===== src/rtl/wave_bank_scheduler.sv =====
// Display-side bank scheduler for the two-bank wave RAM: per-frame bank pinning, post-vsync swap window, sample/prev fetch (WAVE_FREEZE_EN adds freeze).
// Latency: response 4 cycles after accept; swap window of SWAP_CYCLES cycles starts the cycle after a vsync rise.
// Backpressure: req_ready drops while a fetch is in flight, a swap is pending, or the swap/latch sequence runs.
module wave_bank_scheduler #(
    parameter int SWAP_CYCLES = 4
) (
    input  logic       clk,
    input  logic       reset,
    input  logic       vsync,
    input  logic       read_index,
`ifdef WAVE_FREEZE_EN
    input  logic       freeze,
`endif
    input  logic       req_valid,
    input  logic [7:0] req_index,
    output logic       req_ready,
    output logic [8:0] ram_raddr,
    input  logic [7:0] ram_rdata,
    output logic       rsp_valid,
    output logic [7:0] rsp_sample,
    output logic [7:0] rsp_prev_sample,
    output logic       wave_display_idle,
    output logic       frame_bank
);

    typedef enum logic [1:0] {DRAW, SWAP, LATCH} state_t;

    localparam logic [7:0] SWAP_LOAD = 8'(SWAP_CYCLES - 1);

    state_t     state;
    logic       vsync_prev;
    logic [7:0] swap_cnt;
    logic [2:0] stage;
    logic       pending;
    logic [7:0] idx_q;
    logic       rise;
    logic       accept;

`ifdef WAVE_FREEZE_EN
    assign rise = vsync && !vsync_prev && !freeze;
`else
    assign rise = vsync && !vsync_prev;
`endif
    assign accept = req_valid && req_ready;

    always_ff @(posedge clk) begin
        if (reset) begin
            state             <= DRAW;
            vsync_prev        <= 1'b0;
            swap_cnt          <= 8'd0;
            stage             <= 3'd0;
            pending           <= 1'b0;
            idx_q             <= 8'd0;
            req_ready         <= 1'b0;
            ram_raddr         <= 9'd0;
            rsp_valid         <= 1'b0;
            rsp_sample        <= 8'd0;
            rsp_prev_sample   <= 8'd0;
            wave_display_idle <= 1'b0;
            frame_bank        <= 1'b0;
        end else begin
            vsync_prev <= vsync;
            rsp_valid  <= 1'b0;
            case (state)
                DRAW: begin
                    wave_display_idle <= 1'b0;
                    if (accept) begin
                        idx_q     <= req_index;
                        ram_raddr <= {frame_bank, req_index};
                        stage     <= 3'd1;
                        req_ready <= 1'b0;
                        if (rise) pending <= 1'b1;
                    end else if (stage != 3'd0) begin
                        // A rise during a fetch is deferred until the response has gone out.
                        if (rise) pending <= 1'b1;
                        req_ready <= 1'b0;
                        case (stage)
                            3'd1: begin
                                ram_raddr <= {frame_bank, (idx_q == 8'd0) ? 8'd0 : idx_q - 8'd1};
                                stage     <= 3'd2;
                            end
                            3'd2: begin
                                rsp_sample <= ram_rdata;
                                stage      <= 3'd3;
                            end
                            3'd3: begin
                                rsp_prev_sample <= ram_rdata;
                                stage           <= 3'd4;
                            end
                            default: begin
                                rsp_valid <= 1'b1;
                                stage     <= 3'd0;
                            end
                        endcase
                    end else if (pending || rise) begin
                        state             <= SWAP;
                        swap_cnt          <= SWAP_LOAD;
                        wave_display_idle <= 1'b1;
                        pending           <= 1'b0;
                        req_ready         <= 1'b0;
                    end else begin
                        req_ready <= 1'b1;
                    end
                end
                SWAP: begin
                    req_ready <= 1'b0;
                    if (swap_cnt == 8'd0) begin
                        state             <= LATCH;
                        wave_display_idle <= 1'b0;
                    end else begin
                        swap_cnt <= swap_cnt - 8'd1;
                    end
                end
                LATCH: begin
                    req_ready  <= 1'b0;
                    frame_bank <= read_index;
                    state      <= DRAW;
                end
                default: state <= DRAW;
            endcase
        end
    end

endmodule


===== config.mk =====
export PLATFORM = sky130hd
export DESIGN_NAME = wave_bank_scheduler
export DESIGN_NICKNAME = d
export VERILOG_FILES = /design/src/rtl/wave_bank_scheduler.sv
export SDC_FILE = /design/constraint.sdc
export NUM_CORES = 1
export LEC_CHECK = 0
export ABC_CLOCK_PERIOD_IN_PS = 6000
export CORE_ASPECT_RATIO = 0.9
export CORE_MARGIN = 2
export CORE_UTILIZATION = 54
export CTS_CLUSTER_SIZE = 14
export DETAILED_ROUTE_END_ITERATION = 10
export PLACE_DENSITY = 0.88
export SLEW_MARGIN = 0
export SYNTH_ARGS = -nofsm -noshare
export SYNTH_HDL_FRONTEND = slang
export SYNTH_SLANG_ARGS = --single-unit

===== constraint.sdc =====
create_clock -name clk -period 6 [get_ports clk]
set_input_delay 1.2 -clock clk [delete_from_list [all_inputs] [get_ports clk]]
set_output_delay 1.2 -clock clk [all_outputs]
set_load 0.005 [all_outputs]

==> reports/metrics.cfg, run 1 <==
[place]
dp.cells=366
gp_congestion=0.858
pre_cts_ws_ns=2.58
portBuffers=49
placed_cell_area_mm2=0.00289
place.detailed.hpwl_mm=3.60

[clock_tree]
cts_setup_buffers=0
clkSinkCount=52
cts_tree=built
clockBufferDepth=2
clkTransAtPathRegs_ns=0.09
cts_buffers=5
ctsResizeCount=0
htreeDepth=2
root_buffer=clkbuf_8
clk_latency_ns=0.31
cts_hold_buf=0

[synthesis]
synth.yosys.seq_area_share_pct=43.9
synth_top_area_share_pct=43.9
synth_top_cells_by_area=dfxtp_1, mux2i_1, nor2_1
synth_area_per_cell_um2=8.81
yosysWarnings=0
synthArstFlopShare_pct=0
yosysTopAreaCell=dfxtp_1
ys_types=47
synth_most_common_cell=dfxtp_1
synth-edff-count=0
syn_area_mm2=0.00237
ys_top_cells_by_count=dfxtp_1, nor2_1, a21oi_1
synth_flop_cell=dfxtp_1
ys_seq_elements=52
postSynthCellCount=269
syn-num-nets=298

[die]
die_x_um=73.8
io_pins=50
die-area_mm2=0.00494
dieHeight_um=66.8
start_util_pct=57.0
rows=22
core-area_mm2=0.00416

[sta]
fmax_ghz=0.324
fin_skew_ns=0.00600
min_period_ns=3.08
postLayoutSetupSlackWorst_ns=2.92
whs_ns=0.498
finalSetupTns_ns=0
period_share_pct=51.4
worst_slew_pin_slew_ns=1.16
setup_viol=0
rsz0062_at_grt=no
max_slew_margin_pct=22.7
hold_violations=0
slew_violations=0

[grt]
antenna_found_initial=0
track_usage_pct=23.6
overflow=0
grt_max_degree=37
grt_pass1_vias=1906
grt_pass1_wl_mm=8.89

[routing]
vias_per_cell=5.54
routed_wl_mm=5.22
vias=2072
drcViolationCount=0
final_antenna_net_count=0
drt_iter0_markers=117
dr.pass1.iters=5
detail_route.wl_per_cell_um=14.0

[worst_setup_path]
cp-start-kind=input pin
endpoint_kind=flip-flop
required_ns=6.19
critPathArrivalTime_ns=3.28
cp_max_fo=19
reg2reg_slack_ns=2.97
crit_type=in -> reg

[finish]
fin_nets=342
fillCellCount=313
num_antenna_cells=0
stdcell_count=374
multiInputGateArea_mm2=0.00122
design_area_mm2=0.00300
drive_above_1_share_pct=6.05
areaGrowthSynthToFinish_pct=26.5
regArea_mm2=0.00104

[power_and_ir_drop]
p_leak_nw=1.23
ir_drop_mv=0.235
power_density_mw_per_mm2=457

[hold_path]
hp-class=reg -> reg

[status]
status=finished, final reports clean

[run]
maxCapViolCount=0

==> sequential cells by signal (all words and copies together) (netlist names) <==
register	flops
pending	1
ram_raddr	9
rsp_prev_sample	8
rsp_valid	1
vsync_prev	1
rsp_sample	8
idx_q	8
wave_display_idle	1
swap_cnt	8
frame_bank	1
state	2
req_ready	1
stage	3
==> layout make-up <==
type	count	area share [%]
Tap cell	60	2.51
Inverter	14	1.75
Clock inverter	3	1.42
Sequential cell	52	34.7
Timing Repair Buffer	50	16.6
Clock buffer	5	2.30
Multi-Input combinational cell	190	40.7
==> where the power goes <==
part	total, W	switching, W	internal [W]
clock	0.000240	0.000116	0.000123
combinational	0.000640	0.000339	0.000301
sequential	0.000491	0.0000658	0.000426
==> cells by family after synthesis <==
family | share of synthesized area, %
fa+ha+maj | 4.22
compound gates | 17.3
flops | 43.9
simple gates | 19.0
buf+inv | 4.65
mux | 7.60
xor+xnor | 3.33
==> path summary, 6_finish.rpt <==
path                                 from            endpoint  depth (start not counted)
worst max-delay path            req_valid  rsp_prev_sample[3]                          6
worst min-delay path             idx_q[5]            idx_q[5]                          2
worst min register to register   idx_q[5]            idx_q[5]                          2
worst max register to register   state[0]        ram_raddr[7]                          6
==> critical path, stage by stage <==
cell and delay [ns]:
clkdlybuf4s50_1 0.47, and2_1 0.38, nor2_1 0.30, nand4_1 0.51, mux2i_1 0.34, nor2_1 0.06
==> layout by cell type (no fill, tap or decap), drive strengths merged, types with 2 or more instances in the layout <==
| cell type | instances |
|---|---|
| dfxtp | 52 |
| clkdlybuf4s50 | 49 |
| nor2 | 41 |
| a21oi | 29 |
| mux2i | 18 |
| nand2 | 17 |
| inv | 14 |
| nand3 | 11 |
| o21ai | 11 |
| xnor2 | 8 |
| ha | 8 |
| clkbuf | 5 |
| nor2b | 4 |
| nor3 | 4 |
| nand4 | 4 |
| a211oi | 3 |
| or4 | 3 |
| a2111oi | 3 |
| a31oi | 2 |
| nor3b | 2 |
| and2 | 2 |
==> through the flow <==
| stage | util, % | power, W |
|---|---|---|
| final | 72.1 | 0.00137 |
| after global routing | 72.1 | 0.00148 |
| after CTS | 72.1 | 0.00137 |
| after detailed placement | 69.4 | 0.00113 |
| after global placement | 69.4 | 0.00111 |
| after floorplan | - | 0.000945 |
==> layer usage <==
| layer | global-route usage (%) | vias to the layer above | wire length, um |
|---|---|---|---|
| met5 | 0 | - | 0 |
| met4 | 7.05 | 0 | 59 |
| met3 | 8.62 | 6 | 394 |
| met2 | 35.8 | 69 | 2370 |
| met1 | 31.3 | 973 | 2410 |
| li1 | - | 1024 | - |
(Power assumes the default switching activity.)
==> run 2, diff against run 1 <==
--- a/config.mk
+++ b/config.mk
@@ -5,13 +5,13 @@
 export SDC_FILE = /design/constraint.sdc
 export NUM_CORES = 1
 export LEC_CHECK = 0
-export ABC_CLOCK_PERIOD_IN_PS = 6000
+export ABC_CLOCK_PERIOD_IN_PS = 3000
 export CORE_ASPECT_RATIO = 0.9
 export CORE_MARGIN = 2
-export CORE_UTILIZATION = 54
+export CORE_UTILIZATION = 50
 export CTS_CLUSTER_SIZE = 14
 export DETAILED_ROUTE_END_ITERATION = 10
-export PLACE_DENSITY = 0.88
+export PLACE_DENSITY = 0.83
 export SLEW_MARGIN = 0
 export SYNTH_ARGS = -nofsm -noshare
 export SYNTH_HDL_FRONTEND = slang
==> constraint.sdc (replaced) <==
create_clock -name clk -period 3 [get_ports clk]
set_input_delay 0.6 -clock clk [delete_from_list [all_inputs] [get_ports clk]]
set_output_delay 0.6 -clock clk [all_outputs]
set_load 0.005 [all_outputs]
==> run 2 against run 1 <==
First-iteration DRC count is 49% higher; worst setup slack worse by 2.2 ns; worst hold slack worse by 0.0094 ns; critical path type unchanged; sequential share of layout area decreased by 0.42 points; largest power group unchanged; critical path depth unchanged; clock-buffer cell count is 1 higher; total power grew 100%; die area is 7.5% higher; clock skew increased by 0.0014 ns; sequential cell count is the same; utilization decreased by 5.0 points; final area rose by 1.2%.
==> reports/metrics.cfg, run 2 (same netlist as run 1, synthesis figures left out) <==
[worst_setup_path]
cp-start-kind=input pin
critPathMaxStageDelay_ns=0.59  ; +0.08 ns
critPathArrivalTime_ns=2.54  ; -0.74 ns
crit_buf_inv=1  ; unchanged
endpoint_kind=flip-flop
timing.rr.end=ram_raddr[7]
required_ns=3.21  ; -2.98 ns
crit_type=in -> reg
r2r_start=state[1]
path_cells=clkdlybuf4s50_1 -> a2111oi_4 -> o21ai_2 -> a2111oi_0 -> xnor2_1 -> nor2_1
r2r_cells=7  ; +1
cp_max_fo=11  ; -8
cp_top_family=compound AO/OA/AOI/OAI gates
cp.depth=6  ; unchanged
crit_slowest_cell=a2111oi_0
reg2reg_slack_ns=0.97  ; -2.00 ns

[finish]
final_cell_mix=dfxtp_1, clkdlybuf4s50_1, nor2_1
utilization_pct=67.1  ; -5.0 points
multiInputGateArea_mm2=0.00122  ; unchanged
largest_reg_flops=9  ; unchanged
drive_above_1_share_pct=7.21  ; +1.2 points
fin_nets=347  ; +1.5%
num_antenna_cells=0  ; unchanged
regArea_mm2=0.00104  ; unchanged
areaGrowthSynthToFinish_pct=28.0
top_register=ram_raddr
fillCellCount=376  ; +20%
stdcell_count=381  ; +1.9%
layout_commonest_cell=dfxtp_1

[routing]
detail_route.wl_per_cell_um=14.1  ; +0.96%
routed_wl_mm=5.37  ; +2.9%
final_antenna_net_count=0  ; unchanged
vias=2105  ; +1.6%
drt_iter0_markers=174  ; +49%
vias_per_cell=5.52  ; -0.27%
drcViolationCount=0  ; unchanged
dr.pass1.iters=4  ; -1

[power_and_ir_drop]
power.internal_w=0.00173  ; +100%
p_leak_nw=1.25  ; +2.0%
combPwrFrac_pct=47.4  ; +0.7 points
ir_drop_mv=0.489  ; +110%
power_density_mw_per_mm2=914  ; +100%
p_clk_share_pct=17.1  ; -0.4 points
switching_power_w=0.00104  ; +100%
p_seq_share_pct=35.6  ; -0.3 points
p_sw_share_pct=37.7  ; -0.31 points

[grt]
antenna_found_initial=0  ; unchanged
use_met1_pct=25.8  ; -5.5 points
grtUsageMet2_pct=33.5  ; -2.3 points
grt_pass1_wl_mm=8.99  ; +1.2%
track_usage_pct=20.6  ; -3.0 points
grtUsageMet3_pct=5.86  ; -2.8 points
grt_max_degree=26  ; -30%
grt_pass1_vias=2042  ; +7.1%
overflow=0  ; unchanged
grt-busiest-layer=met2

[run]
maxCapViolCount=0  ; unchanged

[place]
gp_congestion=0.798  ; -7.0%
dp.cells=373  ; +1.9%
portBuffers=49  ; unchanged
place.detailed.hpwl_mm=3.85  ; +7.0%

[clock_tree]
cts_buffers=5  ; unchanged
clkTransAtPathRegs_ns=0.09  ; about the same
cts_hold_buf=0  ; unchanged
cts_tree=built
clockBufferDepth=2  ; unchanged
clkSinkCount=52  ; unchanged
ctsResizeCount=0  ; unchanged
root_buffer=clkbuf_8
htreeDepth=2  ; unchanged
clk_latency_ns=0.30  ; about the same
cts_setup_buffers=0  ; unchanged

[hold_path]
hp-class=reg -> reg
whs_path_depth=2  ; unchanged
hp-start=idx_q[5]
min_to=idx_q[5]

[die]
dieHeight_um=69.3  ; +3.7%
die_x_um=76.6  ; +3.7%
rows=23  ; +4.5%
io_pins=50  ; unchanged
core-area_mm2=0.00452  ; +8.7%
die-area_mm2=0.00531  ; +7.5%
start_util_pct=52.5  ; -4.6 points

[sta]
min_period_ns=2.33
rsz0062_at_grt=no
period_share_pct=77.7
hold_violations=0  ; unchanged
fin_skew_ns=0.00741  ; +0.00140 ns
fmax_ghz=0.429
setup_viol=0  ; unchanged
slew_violations=0  ; unchanged
worst_slew_pin_slew_ns=0.679  ; -0.480 ns
max_slew_margin_pct=54.2  ; +32 points
finalSetupTns_ns=0  ; unchanged

[status]
status=finished, final reports clean

[run 2: changes by cell type in the layout (fill, tap and decap cells not counted)]
cell / before / now
clkinvlp_4: 1 / 0
buf_4: 1 / 6
clkbuf_1: 0 / 1
[run 2: per-stage QoR]
stage	hold slack [ns]	total power, W	area, um^2	setup slack, ns
6_report	0.489	0.00277	3030	0.669
5_1_grt	0.530	0.00297	3030	0.567
4_1_cts	0.495	0.00278	3030	0.659
3_5_place_dp	0.483	0.00230	2930	0.345
3_3_place_gp	0.469	0.00225	2930	0.444
2_1_floorplan	0.455	0.00189	2370	0.970
[run 2: worst max path at each step]
| stage | start | to |
|---|---|---|
| floorplan | req_valid | swap_cnt[6] |
| global placement | req_valid | swap_cnt[6] |
| detailed placement | req_valid | swap_cnt[6] |
| CTS | req_valid | swap_cnt[6] |
| global route | req_valid | swap_cnt[6] |
| finish | req_valid | swap_cnt[6] |
[run 2: metal layers]
metal  routed length (um)  vias to the layer above
met5                    0                        -
met2                 2540                       53
met3                  340                       13
met4                   91                        0
met1                 2400                      999
li1                     -                     1040
[run 2: layout make-up]
cell class	count	share of cell area [%]
sequential	52	34.3
timing repair buffer	55	17.7
inverter	14	1.73
clock inverter	2	1.16
tap	62	2.56
clock buffer	6	2.39
multi-input combinational	190	40.2
[run 2: worst register-to-register path: stages, from the launching register on]
cell and delay [ns]:
dfxtp_1 0.36, inv_1 0.09, ha_1 0.40, inv_1 0.24
a21oi_1 0.30, buf_4 0.25, nand3_1 0.10, o221ai_1 0.21
[run 2: power groups by stage]
stage	logic [W]	registers [W]	clock network (W)
floorplan	0.000912	0.000978	0
global placement	0.00126	0.000993	0
detailed placement	0.00130	0.00100	0
CTS	0.00131	0.000985	0.000484
global route	0.00146	0.00100	0.000513
finish	0.00131	0.000986	0.000474
==> run 3, diff against run 2 <==
--- a/config.mk
+++ b/config.mk
@@ -5,7 +5,7 @@
 export SDC_FILE = /design/constraint.sdc
 export NUM_CORES = 1
 export LEC_CHECK = 0
-export ABC_CLOCK_PERIOD_IN_PS = 3000
+export ABC_CLOCK_PERIOD_IN_PS = 2400
 export CORE_ASPECT_RATIO = 0.9
 export CORE_MARGIN = 2
 export CORE_UTILIZATION = 50
==> constraint.sdc (replaced) <==
create_clock -name clk -period 2.4 [get_ports clk]
set_input_delay 0.48 -clock clk [delete_from_list [all_inputs] [get_ports clk]]
set_output_delay 0.48 -clock clk [all_outputs]
set_load 0.005 [all_outputs]
==> run 3 against run 2 <==
Global-route usage rose by 0.94 points; sequential share of layout area decreased by 0.79 points; clock power rose by 28%; via count is 0.14% lower; final area up 2.4%; combinational power grew 34%; clock skew fell by 0.0042 ns; non-clock buffer count rose by 9; first-iteration DRC count shrank 27%; register-to-register slack got worse by 0.62 ns; critical path type unchanged.
==> reports/metrics.cfg, run 3 (same netlist as run 1, synthesis figures left out) <==
[status]
status=finished, final reports clean

[power_and_ir_drop]
finalPower_w=0.00360  ; +30%
ir_drop_mv=0.630  ; +29%
p_leak_nw=1.30  ; +3.5%
power_density_mw_per_mm2=1160  ; +27%

[routing]
dr.pass1.iters=4  ; unchanged
detail_route.wl_per_cell_um=14.1  ; -0.31%
routed_wl_mm=5.48  ; +2.0%
final_antenna_net_count=0  ; unchanged
drcViolationCount=0  ; unchanged
vias=2102  ; -0.14%
drt_iter0_markers=127  ; -27%
vias_per_cell=5.39  ; -2.4%

[finish]
num_antenna_cells=0  ; unchanged
largest_reg_flops=9  ; unchanged
top_register=ram_raddr
areaGrowthSynthToFinish_pct=31.0
fillCellCount=372  ; -1.1%
multiInputGateArea_mm2=0.00122  ; unchanged
utilization_pct=68.7  ; +1.6 points
layout_commonest_cell=dfxtp_1
fin_nets=356  ; +2.6%
final_cell_mix=dfxtp_1, clkdlybuf4s50_1, nor2_1
regArea_mm2=0.00104  ; unchanged
drive_above_1_share_pct=9.76  ; +2.5 points

[grt]
grt_pass1_vias=2066  ; +1.2%
overflow=0  ; unchanged
grt_pass1_wl_mm=9.37  ; +4.2%
grt_max_degree=22  ; -15%
antenna_found_initial=0  ; unchanged
track_usage_pct=21.6  ; +0.94 points

[place]
portBuffers=49  ; unchanged
gp_congestion=0.769  ; -3.6%
place.detailed.hpwl_mm=4.00  ; +3.9%
pre_cts_ws_ns=0.0121  ; -0.333 ns

[sta]
worst_slew_pin_slew_ns=0.472  ; -0.207 ns
rsz0062_at_grt=no
min_period_ns=2.11
period_share_pct=87.8
hold_violations=0  ; unchanged
finalSetupTns_ns=0  ; unchanged
fmax_ghz=0.475
slew_violations=0  ; unchanged
setup_viol=0  ; unchanged
max_slew_margin_pct=67.7  ; +13 points
postLayoutSetupSlackWorst_ns=0.294  ; -0.375 ns
fin_skew_ns=0.00324  ; -0.00416 ns

[run]
maxCapViolCount=0  ; unchanged

[clock_tree]
htreeDepth=2  ; unchanged
cts_hold_buf=0  ; unchanged
clk_latency_ns=0.30  ; about the same
root_buffer=clkbuf_8
cts_setup_buffers=0  ; unchanged
clkSinkCount=52  ; unchanged
clockBufferDepth=2  ; unchanged
ctsResizeCount=0  ; unchanged
clkTransAtPathRegs_ns=0.09  ; about the same
cts_buffers=5  ; unchanged
cts_tree=built

[worst_setup_path]
crit_slowest_cell=clkdlybuf4s50_1
endpoint_kind=flip-flop
required_ns=2.62  ; -0.59 ns
critPathMaxStageDelay_ns=0.47  ; -0.12 ns
crit_buf_inv=2  ; +1
cp_max_fo=5  ; -6
critPathArrivalTime_ns=2.33  ; -0.21 ns
cp-start-kind=input pin
cp_top_family=compound AO/OA/AOI/OAI gates
path_cells=clkdlybuf4s50_1 -> a2111oi_4 -> o21ai_2 -> buf_4 -> a21oi_1 -> nor2_1 -> a311oi_2
crit_type=in -> reg

[die]
die_x_um=76.6  ; unchanged
die-area_mm2=0.00531  ; unchanged
io_pins=50  ; unchanged
start_util_pct=52.5  ; unchanged
core-area_mm2=0.00452  ; unchanged
dieHeight_um=69.3  ; unchanged
rows=23  ; unchanged

[hold_path]
hp-class=reg -> reg

-- run 3: layout make-up --
| type | instances | share of cell area (%) |
|---|---|---|
| clock buffer | 6 | 2.34 |
| clock inverter | 2 | 1.25 |
| inverter | 14 | 1.69 |
| multi-input combinational | 190 | 39.3 |
| sequential | 52 | 33.5 |
| tap | 62 | 2.50 |
| timing repair buffer | 64 | 19.4 |
-- run 3: path summary, 6_finish.rpt --
check	start	end	slack (ns)	cells after the start
worst min-delay path	idx_q[5]	idx_q[5]	0.50	2
worst max-delay path	req_valid	swap_cnt[1]	0.29	7
worst min register to register	idx_q[5]	idx_q[5]	0.50	2
worst max register to register	swap_cnt[2]	state[0]	0.35	4
-- run 3: layer usage --
layer | up-vias | part of all wire [%] | track usage (%)
li1 | 1058 | - | -
met1 | 979 | 45 | 26.7
met2 | 61 | 48 | 35.7
met3 | 4 | 6.2 | 6.25
met4 | 0 | 1.1 | 7.88
met5 | - | 0 | 0
-- run 3: worst register-to-register path: cells and delay by family (launching register included) --
family          cells  cell delay [ns]
simple gates        3             1.33
compound gates      1             0.27
flops               1             0.35
-- run 3: report_power, final --
| part | total (W) | internal, W | switching (W) |
|---|---|---|---|
| combinational | 0.00176 | 0.000870 | 0.000892 |
| sequential | 0.00123 | 0.00106 | 0.000169 |
| clock | 0.000606 | 0.000315 | 0.000291 |
| total | 0.00360 | 0.00225 | 0.00135 |
-- run 3: per-stage QoR --
stage | hold slack [ns] | cell area (um^2) | instances
finish | 0.500 | 3100 | 390
CTS | 0.500 | 3100 | 390
global placement | 0.472 | 2990 | 382
floorplan | 0.455 | 2370 | 269
global route | 0.521 | 3100 | 390
detailed placement | 0.487 | 2990 | 382
